## src/rtl/i2s_tx.sv

```systemverilog
// I2S transmitter: serializes signed 16-bit L/R samples into BCLK/LRCLK/SDATA,
// with one pending sample buffer in front of the active frame registers.
module i2s_tx #(
    parameter int BCLK_DIV  = 4,
    parameter int SLOT_BITS = 32
) (
    input  logic               Clk,
    input  logic               Reset,
    input  logic               Enable,
    input  logic signed [15:0] sample_l,
    input  logic signed [15:0] sample_r,
    input  logic               sample_valid,
    output logic               sample_ready,
    output logic               BCLK,
    output logic               LRCLK,
    output logic               SDATA,
    output logic               frame_start,
    output logic               underrun
);
    localparam int FRAME_BITS = 2 * SLOT_BITS;
    localparam int DIV_W      = (BCLK_DIV > 1) ? $clog2(BCLK_DIV) : 1;
    localparam int BIT_W      = $clog2(FRAME_BITS);

    typedef enum logic {IDLE, RUN} state_t;

    state_t           state;
    logic [DIV_W-1:0] div_cnt;
    logic [BIT_W-1:0] bit_cnt, bit_nxt, pos;
    logic             pend_valid;
    logic [15:0]      pend_l, pend_r, active_l, active_r, word;
    logic [3:0]       bidx;
    logic             run, div_wrap, fall, boundary, xfer, lr_nxt, sdata_nxt;

    // LRCLK/SDATA are computed from the bit position reached on this falling edge.
    always_comb begin
        run       = Enable && (state == RUN);
        div_wrap  = (div_cnt == DIV_W'(BCLK_DIV - 1));
        fall      = run && div_wrap && BCLK;
        bit_nxt   = (bit_cnt == BIT_W'(FRAME_BITS - 1)) ? '0 : bit_cnt + BIT_W'(1);
        boundary  = fall && (bit_cnt == BIT_W'(FRAME_BITS - 1));
        lr_nxt    = (bit_nxt >= BIT_W'(SLOT_BITS));
        pos       = lr_nxt ? bit_nxt - BIT_W'(SLOT_BITS) : bit_nxt;
        word      = lr_nxt ? active_r : active_l;
        bidx      = 4'(5'd16 - 5'(pos));
        sdata_nxt = (pos >= BIT_W'(1)) && (pos <= BIT_W'(16)) && word[bidx];
        xfer      = sample_valid && sample_ready;
    end

    always_ff @(posedge Clk or negedge Reset) begin
        if (!Reset) begin
            state        <= IDLE;
            div_cnt      <= '0;
            bit_cnt      <= '0;
            BCLK         <= 1'b0;
            LRCLK        <= 1'b0;
            SDATA        <= 1'b0;
            frame_start  <= 1'b0;
            underrun     <= 1'b0;
            pend_valid   <= 1'b0;
            sample_ready <= 1'b1;
            pend_l       <= '0;
            pend_r       <= '0;
            active_l     <= '0;
            active_r     <= '0;
        end else begin
            frame_start <= boundary;
            underrun    <= 1'b0;

            // An empty buffer at the boundary lets a same-cycle transfer go straight to active.
            if (boundary) begin
                if (pend_valid) begin
                    active_l     <= pend_l;
                    active_r     <= pend_r;
                    pend_valid   <= 1'b0;
                    sample_ready <= 1'b1;
                end else if (xfer) begin
                    active_l <= sample_l;
                    active_r <= sample_r;
                end else begin
                    underrun <= 1'b1;
                end
            end else if (xfer) begin
                pend_l       <= sample_l;
                pend_r       <= sample_r;
                pend_valid   <= 1'b1;
                sample_ready <= 1'b0;
            end

            if (!Enable) begin
                state   <= IDLE;
                div_cnt <= '0;
                bit_cnt <= '0;
                BCLK    <= 1'b0;
                LRCLK   <= 1'b0;
                SDATA   <= 1'b0;
            end else if (state == IDLE) begin
                state <= RUN;
            end else if (div_wrap) begin
                div_cnt <= '0;
                BCLK    <= ~BCLK;
                if (BCLK) begin
                    bit_cnt <= bit_nxt;
                    LRCLK   <= lr_nxt;
                    SDATA   <= sdata_nxt;
                end
            end else begin
                div_cnt <= div_cnt + DIV_W'(1);
            end
        end
    end
endmodule

```

## config.mk

```make
export PLATFORM = sky130hd
export DESIGN_NAME = i2s_tx
export DESIGN_NICKNAME = d
export VERILOG_FILES = /design/src/rtl/i2s_tx.sv
export SDC_FILE = /design/constraint.sdc
export NUM_CORES = 1
export LEC_CHECK = 0
export CAP_MARGIN = 20
export CORE_UTILIZATION = 30
export DETAILED_ROUTE_END_ITERATION = 7
export SETUP_SLACK_MARGIN = 0.1
export SLEW_MARGIN = 40
export SYNTH_ARGS = -nofsm -noshare
export SYNTH_HDL_FRONTEND = slang
export SYNTH_SLANG_ARGS = --single-unit
```

## constraint.sdc

```tcl
create_clock -name Clk -period 4 [get_ports Clk]
set_input_delay 0.4 -clock Clk [delete_from_list [all_inputs] [get_ports Clk]]
set_output_delay 0.4 -clock Clk [all_outputs]
set_load 0.03 [all_outputs]
```

==> results.json, run 1 <==
{
  "status": "complete, no violations",
  "cts.sinks": 80,
  "rrSetupSlack_ps": 1220,
  "wl_per_cell_um": 14.5,
  "root_buffer": "clkbuf_16",
  "hpwl_mm": 5.59,
  "total_power_w": 0.00178,
  "yosysWarningCount": 0,
  "synth_top_area_share_pct": 50.8,
  "rows": 41,
  "crit_required_ps": 4220,
  "seq_area_frac_synth_pct": 51.5,
  "wl_met3_um": 449,
  "post_cts_buffers": 0,
  "die_w_um": 116,
  "highest-signal-layer": "met4",
  "wl_met2_mm": 3.87,
  "fin_nets": 426,
  "fp.dieH_um": 116,
  "p_leak_nw": 2.11,
  "netlist_instances": 353,
  "n_fill_cell": 1238,
  "design.die.area_um2": 13400,
  "finalMaxSlewViolations": 0,
  "antennaDiodeCount": 0,
  "core_area_um2": 12600,
  "crit_start": "div_cnt[0]$_DFFE_PN0P_",
  "via_count": 2723,
  "synthFlopType": "dfrtp_1",
  "finalSetupTns_ps": 0,
  "floorplan.initialDensity_pct": 30.8,
  "synthMuxAreaShare_pct": 21.3,
  "synth_top_family_by_area": "multiplexers",
  "ir_worst_vdd_mv": 0.217,
  "worstHoldPathType": "reg2reg",
  "antenna_found_initial": 0,
  "ys_ff_latch": 80,
  "hold_violations": 0,
  "viasPerCell": 4.83,
  "yosysTopAreaCell": "dfrtp_1",
  "firstDrtPassIters": 4,
  "grt_util_all_layers_pct": 13.4,
  "area.growth.synth_to_final_pct": 23.1,
  "critical_path_class": "reg2reg",
  "rsz0062_at_grt": "no",
  "numCtsBuffers": 9,
  "synth_area_leaders": "dfrtp_1, mux2i_1, mux2_2, a21oi_1, nor2_1",
  "antenna_left": 0,
  "overflow": 0,
  "h-tree-depth": 3,
  "drive_gt1_share_pct": 15.8,
  "synth-edff-count": 0,
  "syn_avg_cell_area_um2": 11.0,
  "p_per_area_nw_per_um2": 372,
  "layout_common_cells": "dfrtp_1, nor2_1, mux2i_1",
  "cap_viol_max_count": 0,
  "cp.arrival_ps": 3000,
  "synth_compound_area_share_pct": 10.8,
  "layout_min_cycle_time_ps": 2780,
  "ios": 42,
  "slew_headroom_pct": 48.7,
  "finalSetupViolCount": 0,
  "grt_pass1_wl_mm": 13.5,
  "fmaxAchievable_ghz": 0.359,
  "critPathLaunchType": "register",
  "synth_xor_area_share_pct": 0.901,
  "ys_async_sr_fraction_pct": 100,
  "wl_met1_mm": 3.74,
  "yosys.area_share.simple_pct": 11.2,
  "grt_max_degree": 81,
  "final_common_cell": "dfrtp_1",
  "port_buffers": 41,
  "drt_iter0_markers": 146,
  "cp-end-kind": "register",
  "skew_ps": 6.90,
  "cts_max_path_buffers": 2,
  "syn_nets": 392,
  "synth_adder_area_share_pct": 0.965,
  "grt_pass1_vias": 2658,
  "min_from": "pend_r[2]$_DFFE_PN0P_",
  "min_period_over_period_pct": 69.6,
  "gp_congestion": 0.812,
  "cts_tree": "done",
  "netlist_area_um2": 3890,
  "synth.distinct_cells": 47,
  "worstMarginPinSlew_ps": 769,
  "drcViolationCount": 0,
  "drt-total-wl_mm": 8.20,
  "clk_pin_slew_worst_paths_ps": 60,
  "cp_max_fo": 18,
  "r2r-start": "div_cnt[0]$_DFFE_PN0P_",
  "clk_latency_ps": 340
}
cell usage after synthesis, types with 2 or more instances:
cell,instances
a21oi_1,38
and2_1,4
mux2i_1,41
ha_1,3
dfrtp_1,79
buf_2,8
mux2_1,4
buf_4,3
clkbuf_1,11
nor3b_1,2
mux2_2,33
xnor2_1,3
o21ai_0,6
nor2b_1,4
nor2_1,46
a31oi_1,2
a211oi_1,2
and3_1,7
inv_1,4
nand2_1,16
nand3_1,5
o21bai_1,2
a21boi_0,4
or3_1,3
layout make-up:
class | count | area (um2) | share of cell area (%)
Sequential cell | 80 | 2000 | 41.9
Timing Repair Buffer | 46 | 472 | 9.85
Tap cell | 172 | 215 | 4.49
Clock buffer | 10 | 229 | 4.78
Multi-Input combinational cell | 246 | 1760 | 36.8
Clock inverter | 6 | 92.6 | 1.93
Inverter | 4 | 15.0 | 0.314
power breakdown:
| part | switching, W | total (W) | internal, W |
|---|---|---|---|
| registers | 0.00000254 | 0.000814 | 0.000812 |
| logic | 0.0000361 | 0.0000794 | 0.0000433 |
| clock network | 0.000336 | 0.000887 | 0.000551 |
| total | 0.000374 | 0.00178 | 0.00141 |
registers in the layout, summed over array words and instances (netlist names), 2 cells and up:
register,cells
active_l,16
pend_r,16
div_cnt,2
active_r,16
bit_cnt,6
pend_l,16
through the flow:
| stage | hold slack [ps] | instances | worst slack [ps] | utilization, % | cell area, um2 |
|---|---|---|---|---|---|
| 3_5_place_dp | 475 | 546 | 1020 | 35.1 | 4430 |
| 3_3_place_gp | 467 | 546 | 1080 | 35.1 | 4430 |
| 5_1_grt | 517 | 564 | 1030 | 37.9 | 4790 |
| 2_1_floorplan | 104 | 353 | 1780 | - | 3890 |
| 6_report | 487 | 564 | 1220 | 37.9 | 4790 |
| 4_1_cts | 135 | 562 | 1180 | 37.6 | 4750 |
kinds of logic (layout without fill, tap and decap cells):
logic type / Yosys count / after routing
AOI/OAI and AO/OA: 68 / 68
xor gates and xnor gates: 4 / 4
adders and majority gates: 3 / 3
buffers and inverters: 27 / 66
DFF: 80 / 80
muxes: 78 / 78
and+or+nand+nor: 93 / 93
worst max-delay path, cell delays in order (launching register included):
cell and delay, ps:
dfrtp_1 400, ha_1 250, and3_1 230, nand2_1 110
or3_1 210, and3_1 690, buf_4 400, mux2_2 370
layer usage:
layer  track usage (%)  up-vias
li1                  -     1318
met1              17.3     1330
met2              20.7       62
met3              4.24       13
met4              5.30        0
met5                 0        -
worst paths after layout:
kind / endpoint / cells after the start
worst min register to register: pend_r[2]$_DFFE_PN0P_ / 1
min in group asynchronous: BCLK$_DFFE_PN0P_ / 2
worst min-delay path: pend_r[2]$_DFFE_PN0P_ / 1
worst max register to register: pend_l[9]$_DFFE_PN0P_ / 7
max in group asynchronous: sample_ready$_DFFE_PN1P_ / 3
worst max-delay path: pend_l[9]$_DFFE_PN0P_ / 7
repair_timing:
item | in CTS | in global routing
endpoints found under the setup margin | 0 | 0
hold endpoints to repair | 0 | 33
hold buffers | 0 | 1
resized for setup | 0 | 0
No activity file was read; power rests on OpenSTA's default activity.
==> run 2: changes to the inputs <==
clock period = 2.3 ns   (was 4 ns; I/O delays follow)
==> run 2 against run 1 <==
Effect of this change:
- worst hold slack lost 23 ps
- via count rose by 3.3%
- non-clock buffer count up 25
- die area unchanged
- combinational power increased by 71%
- clock skew down 3.2 ps
- sequential power increased by 74%
- total power is 74% higher
- worst setup slack worse by 1200 ps
- maximum frequency up 22%
- sequential share of layout area is 2.9 points lower
- critical path type unchanged
- largest power group unchanged
==> results.json, run 2 (synthesis gave the netlist of run 1 again) <==
{
  "slew_headroom_pct": 59.2,
  "floorplan.initialDensity_pct": 30.8,
  "skew_ps": 3.67,
  "swShare_pct": 19.7,
  "crit_family": "simple AND/OR/NAND/NOR gates",
  "firstDrtPassIters": 4,
  "slowest_stage": "or4_1",
  "cp-end-kind": "register",
  "cap_viol_max_count": 0,
  "clk_latency_ps": 340,
  "numCtsBuffers": 9,
  "critPathLaunchType": "register",
  "layout_min_cycle_time_ps": 2290,
  "min_period_over_period_pct": 99.5,
  "ios": 42,
  "fp.dieH_um": 116,
  "fmaxAchievable_ghz": 0.437,
  "viasPerCell": 4.78,
  "gp_congestion": 0.849,
  "grt_max_degree": 65,
  "finalSetupViolCount": 0,
  "drt-total-wl_mm": 9.15,
  "total_power_w": 0.00310,
  "rows": 41,
  "clk_pin_slew_worst_paths_ps": 60,
  "cp_max_fo": 8,
  "layout_common_cells": "dfrtp_1, nor2_1, clkdlybuf4s50_1",
  "area.growth.synth_to_final_pct": 32.6,
  "hpwl_mm": 5.99,
  "core_area_um2": 12600,
  "grt_pass1_vias": 2759,
  "n_fill_cell": 1216,
  "status": "complete, no violations",
  "antenna_found_initial": 0,
  "cp.arrival_ps": 2540,
  "p_switching_w": 0.000610,
  "crit_required_ps": 2550,
  "antenna_left": 0,
  "final_common_cell": "dfrtp_1",
  "rsz0062_at_grt": "yes",
  "drt_iter0_markers": 228,
  "fin_ws_ps": 12.1,
  "hold_ws_ps": 464,
  "crit_start": "bit_cnt[0]$_DFFE_PN0P_",
  "cts.sinks": 80,
  "drive_gt1_share_pct": 25.5,
  "overflow": 0,
  "wl_per_cell_um": 15.6,
  "via_count": 2813,
  "p_clk_share_pct": 49.9,
  "ir_worst_vdd_mv": 0.280,
  "place_ws_ps": -9.98,
  "die_w_um": 116,
  "grt_util_all_layers_pct": 14.3,
  "root_buffer": "clkbuf_16",
  "p_leak_nw": 2.25,
  "max_stage_delay_ps": 520,
  "cts_max_path_buffers": 2,
  "worstHoldPathType": "in2async",
  "antennaDiodeCount": 0,
  "grt_pass1_wl_mm": 14.4,
  "hold_violations": 0,
  "critical_path_class": "reg2reg",
  "worstMarginPinSlew_ps": 613,
  "sequentialPowerShare_pct": 45.7,
  "finalMaxSlewViolations": 0,
  "cts_tree": "done",
  "h-tree-depth": 3,
  "finalSetupTns_ps": 0,
  "fin_nets": 451,
  "p_per_area_nw_per_um2": 601,
  "crit_chain": "buf_4, nand2_1, or3_4, nand2_8, a211oi_1, or4_1, o311a_1, o31ai_2",
  "power_frac_comb_pct": 4.4,
  "port_buffers": 41,
  "r2r-start": "bit_cnt[0]$_DFFE_PN0P_",
  "power.internal_w": 0.00249,
  "design.die.area_um2": 13400,
  "path_buf_inv": 1,
  "drcViolationCount": 0
}
[run 2: power groups by stage]
| stage | Sequential (W) | Combinational [W] | Clock, W |
|---|---|---|---|
| floorplan | 0.00144 | 0.0000272 | 0 |
| global placement | 0.00144 | 0.000136 | 0 |
| detailed placement | 0.00144 | 0.000138 | 0 |
| CTS | 0.00142 | 0.000140 | 0.00159 |
| global route | 0.00142 | 0.000153 | 0.00165 |
| finish | 0.00142 | 0.000136 | 0.00155 |
[run 2: cell type report]
class                      instances  area (um2)  area share (%)
tap                              172         215            4.17
clock buffer                      12         256            4.97
inverter                           4        15.0           0.291
clock inverter                     3        65.1            1.26
multi-input combinational        246        1880            36.5
sequential                        80        2010            39.0
timing repair buffer              71         712            13.8
[run 2: repair_timing]
item | CTS | global route
gates cloned | 0 | 2
pin swaps | 3 | 10
buffers inserted | 1 | 5
setup endpoints to repair | 1 | 20
resized for setup | 10 | 20
hold buffers | 1 | 0
hold endpoints to repair | 44 | 0
[run 2: worst paths after layout]
check / depth (start not counted) / end / slack [ps]
max in group asynchronous: 3 / bit_cnt[2]$_DFFE_PN0P_ / 1230
min in group Clk: 2 / sample_ready$_DFFE_PN1P_ / 480
hold reg to reg: 1 / pend_r[10]$_DFFE_PN0P_ / 490
setup / recovery: 8 / SDATA$_DFFE_PN0P_ / 10
hold / removal: 2 / div_cnt[0]$_DFFE_PN0P_ / 460
setup reg to reg: 8 / SDATA$_DFFE_PN0P_ / 10
[run 2: through the flow]
step,cells,area (um2),utilization (%)
after global routing,588,5160,40.9
after global placement,564,4610,36.5
after CTS,581,4990,39.6
after detailed placement,564,4610,36.5
final,588,5160,40.9
after floorplan,353,3900,-
[run 2: per-layer routing]
metal,vias up,part of all wire (%),global-route usage (%)
li1,1359,-,-
met1,1395,47,18.8
met2,51,48,22.4
met3,8,3.7,4.29
met4,0,1.2,4.62
met5,-,0,0
==> run 3: changes to the inputs <==
TNS_END_PERCENT = 10   (was not set)
==> run 3 against run 2 <==
Effect of this change:
- worst setup slack improved by 110 ps
- clock-buffer cell count is 2 lower
- final cell count shrank 0.17%
- core utilization decreased by 1.2 points
- sequential power is essentially flat
- register-to-register slack improved by 110 ps
- via count is essentially flat
- design area down 2.8%
- sequential share of layout area rose by 1.0 points
==> results.json, run 3 (synthesis gave the netlist of run 1 again) <==
{
  "cp-end-kind": "register",
  "drt_iter0_markers": 153,
  "worstHoldPathType": "in2async",
  "antennaDiodeCount": 0,
  "clk_pin_slew_worst_paths_ps": 60,
  "hold_ws_ps": 410,
  "fp.dieH_um": 116,
  "slowest_stage": "or4_1",
  "drive_gt1_share_pct": 22.7,
  "drcViolationCount": 0,
  "p_leak_nw": 2.21,
  "final_area_um2": 5010,
  "cp.arrival_ps": 2430,
  "floorplan.initialDensity_pct": 30.8,
  "ir_worst_vdd_mv": 0.327,
  "finalSetupTns_ps": 0,
  "crit_required_ps": 2550,
  "p_per_area_nw_per_um2": 575,
  "gp_congestion": 0.886,
  "layout_min_cycle_time_ps": 2180,
  "antenna_found_initial": 0,
  "antenna_left": 0,
  "via_count": 2812,
  "status": "complete, no violations",
  "ios": 42,
  "post-route-util_pct": 39.7,
  "post_dp_cell_area_um2": 4610,
  "critical_path_class": "reg2reg",
  "crit_chain": "buf_6, nand2_2, or3_4, nand2_4, a211oi_1, or4_1, o311a_1, o31ai_2",
  "skew_ps": 6.23,
  "design.die.area_um2": 13400,
  "overflow": 0,
  "grt_pass1_vias": 2832,
  "layout_common_cells": "dfrtp_1, nor2_1, mux2i_1",
  "worstMarginPinSlew_ps": 493,
  "area.growth.synth_to_final_pct": 28.9,
  "core_area_um2": 12600,
  "drt-total-wl_mm": 8.45,
  "cts_tree": "done",
  "die_w_um": 116,
  "grt_max_degree": 65,
  "root_buffer": "clkbuf_16",
  "path_buf_inv": 1,
  "critPathLaunchType": "register",
  "crit_family": "simple AND/OR/NAND/NOR gates",
  "max_stage_delay_ps": 530,
  "fin_nets": 449,
  "rows": 41,
  "slew_headroom_pct": 67.1,
  "hpwl_mm": 5.96,
  "grt_util_all_layers_pct": 13.8,
  "port_buffers": 41,
  "final_common_cell": "dfrtp_1",
  "finalMaxSlewViolations": 0,
  "numCtsBuffers": 9,
  "h-tree-depth": 3,
  "firstDrtPassIters": 4,
  "grt_pass1_wl_mm": 14.1,
  "hold_violations": 0,
  "wl_per_cell_um": 14.4,
  "clk_latency_ps": 330,
  "finalSetupViolCount": 0,
  "min_period_over_period_pct": 94.7,
  "cts.sinks": 80,
  "cts_max_path_buffers": 2,
  "fmaxAchievable_ghz": 0.459,
  "viasPerCell": 4.79,
  "cp_max_fo": 8,
  "rsz0062_at_grt": "yes",
  "cap_viol_max_count": 0
}
==> run 3: cell count changes in the layout (fill, tap and decap cells not counted), moves of 2 or more <==
cell	previous run	this run
bufinv_16	2	0
mux2_4	2	0
dfrtp_2	6	2
a2111oi_2	2	0
mux2i_1	39	41
mux2i_2	2	0
mux2_2	31	33
clkinvlp_4	0	2
dfrtp_1	73	77
clkbuf_16	11	9
==> run 3: cell type report <==
cell class,count,area (um2)
Fill cell,1246,7610
Timing Repair Buffer,68,654
Inverter,4,15.0
Clock inverter,6,42.5
Sequential cell,80,2010
Multi-Input combinational cell,247,1840
Clock buffer,10,239
Tap cell,172,215
==> run 3: worst paths after layout <==
kind                                        start  slack, ps                  endpoint  depth (start not counted)
min                                         Reset        410    div_cnt[0]$_DFFE_PN0P_                          2
min reg2reg                 pend_r[2]$_DFFE_PN0P_        490     pend_r[2]$_DFFE_PN0P_                          1
max                        bit_cnt[1]$_DFFE_PN0P_        120         SDATA$_DFFE_PN0P_                          8
max reg2reg                bit_cnt[1]$_DFFE_PN0P_        120         SDATA$_DFFE_PN0P_                          8
min in group Clk                     sample_valid        480  sample_ready$_DFFE_PN1P_                          2
max in group asynchronous                   Reset       1240  sample_ready$_DFFE_PN1P_                          3
==> run 3: worst reg2reg max path: cells and delay by family (launching register included) <==
family	cells	cell delay [ps]
simple gates	4	1120
flops	1	410
compound gates	3	400
buf+inv	1	150
==> run 3: repair_timing <==
item	in CTS	in global routing
pin swaps	2	3
gates cloned	0	1
buffers inserted	2	3
endpoints found under the setup margin	1	8
endpoints found under the hold margin	35	0
hold buffers	1	0
gates resized for setup	7	7
==> run 3: stage by stage <==
step,instances,total power [W],worst slack [ps]
global placement,564,0.00158,65.8
finish,587,0.00288,121
detailed placement,564,0.00158,16.1
global route,587,0.00301,-3.77
CTS,583,0.00293,105
floorplan,353,0.00147,85.1
==> run 3: routing by layer <==
layer / global-route usage (%) / routed length, um / vias to the layer above
li1: - / - / 1363
met5: 0 / 0 / -
met3: 3.50 / 310 / 9
met1: 17.8 / 3880 / 1386
met4: 5.30 / 115 / 0
met2: 22.3 / 4140 / 54
==> run 3: report_power, final <==
part	internal (W)	leakage (nW)	switching, W	total [W]
Sequential	0.00141	1.11	0.00000385	0.00142
Clock	0.000761	0.135	0.000567	0.00133
Combinational	0.0000745	0.969	0.0000612	0.000136
Total	0.00225	2.21	0.000632	0.00288
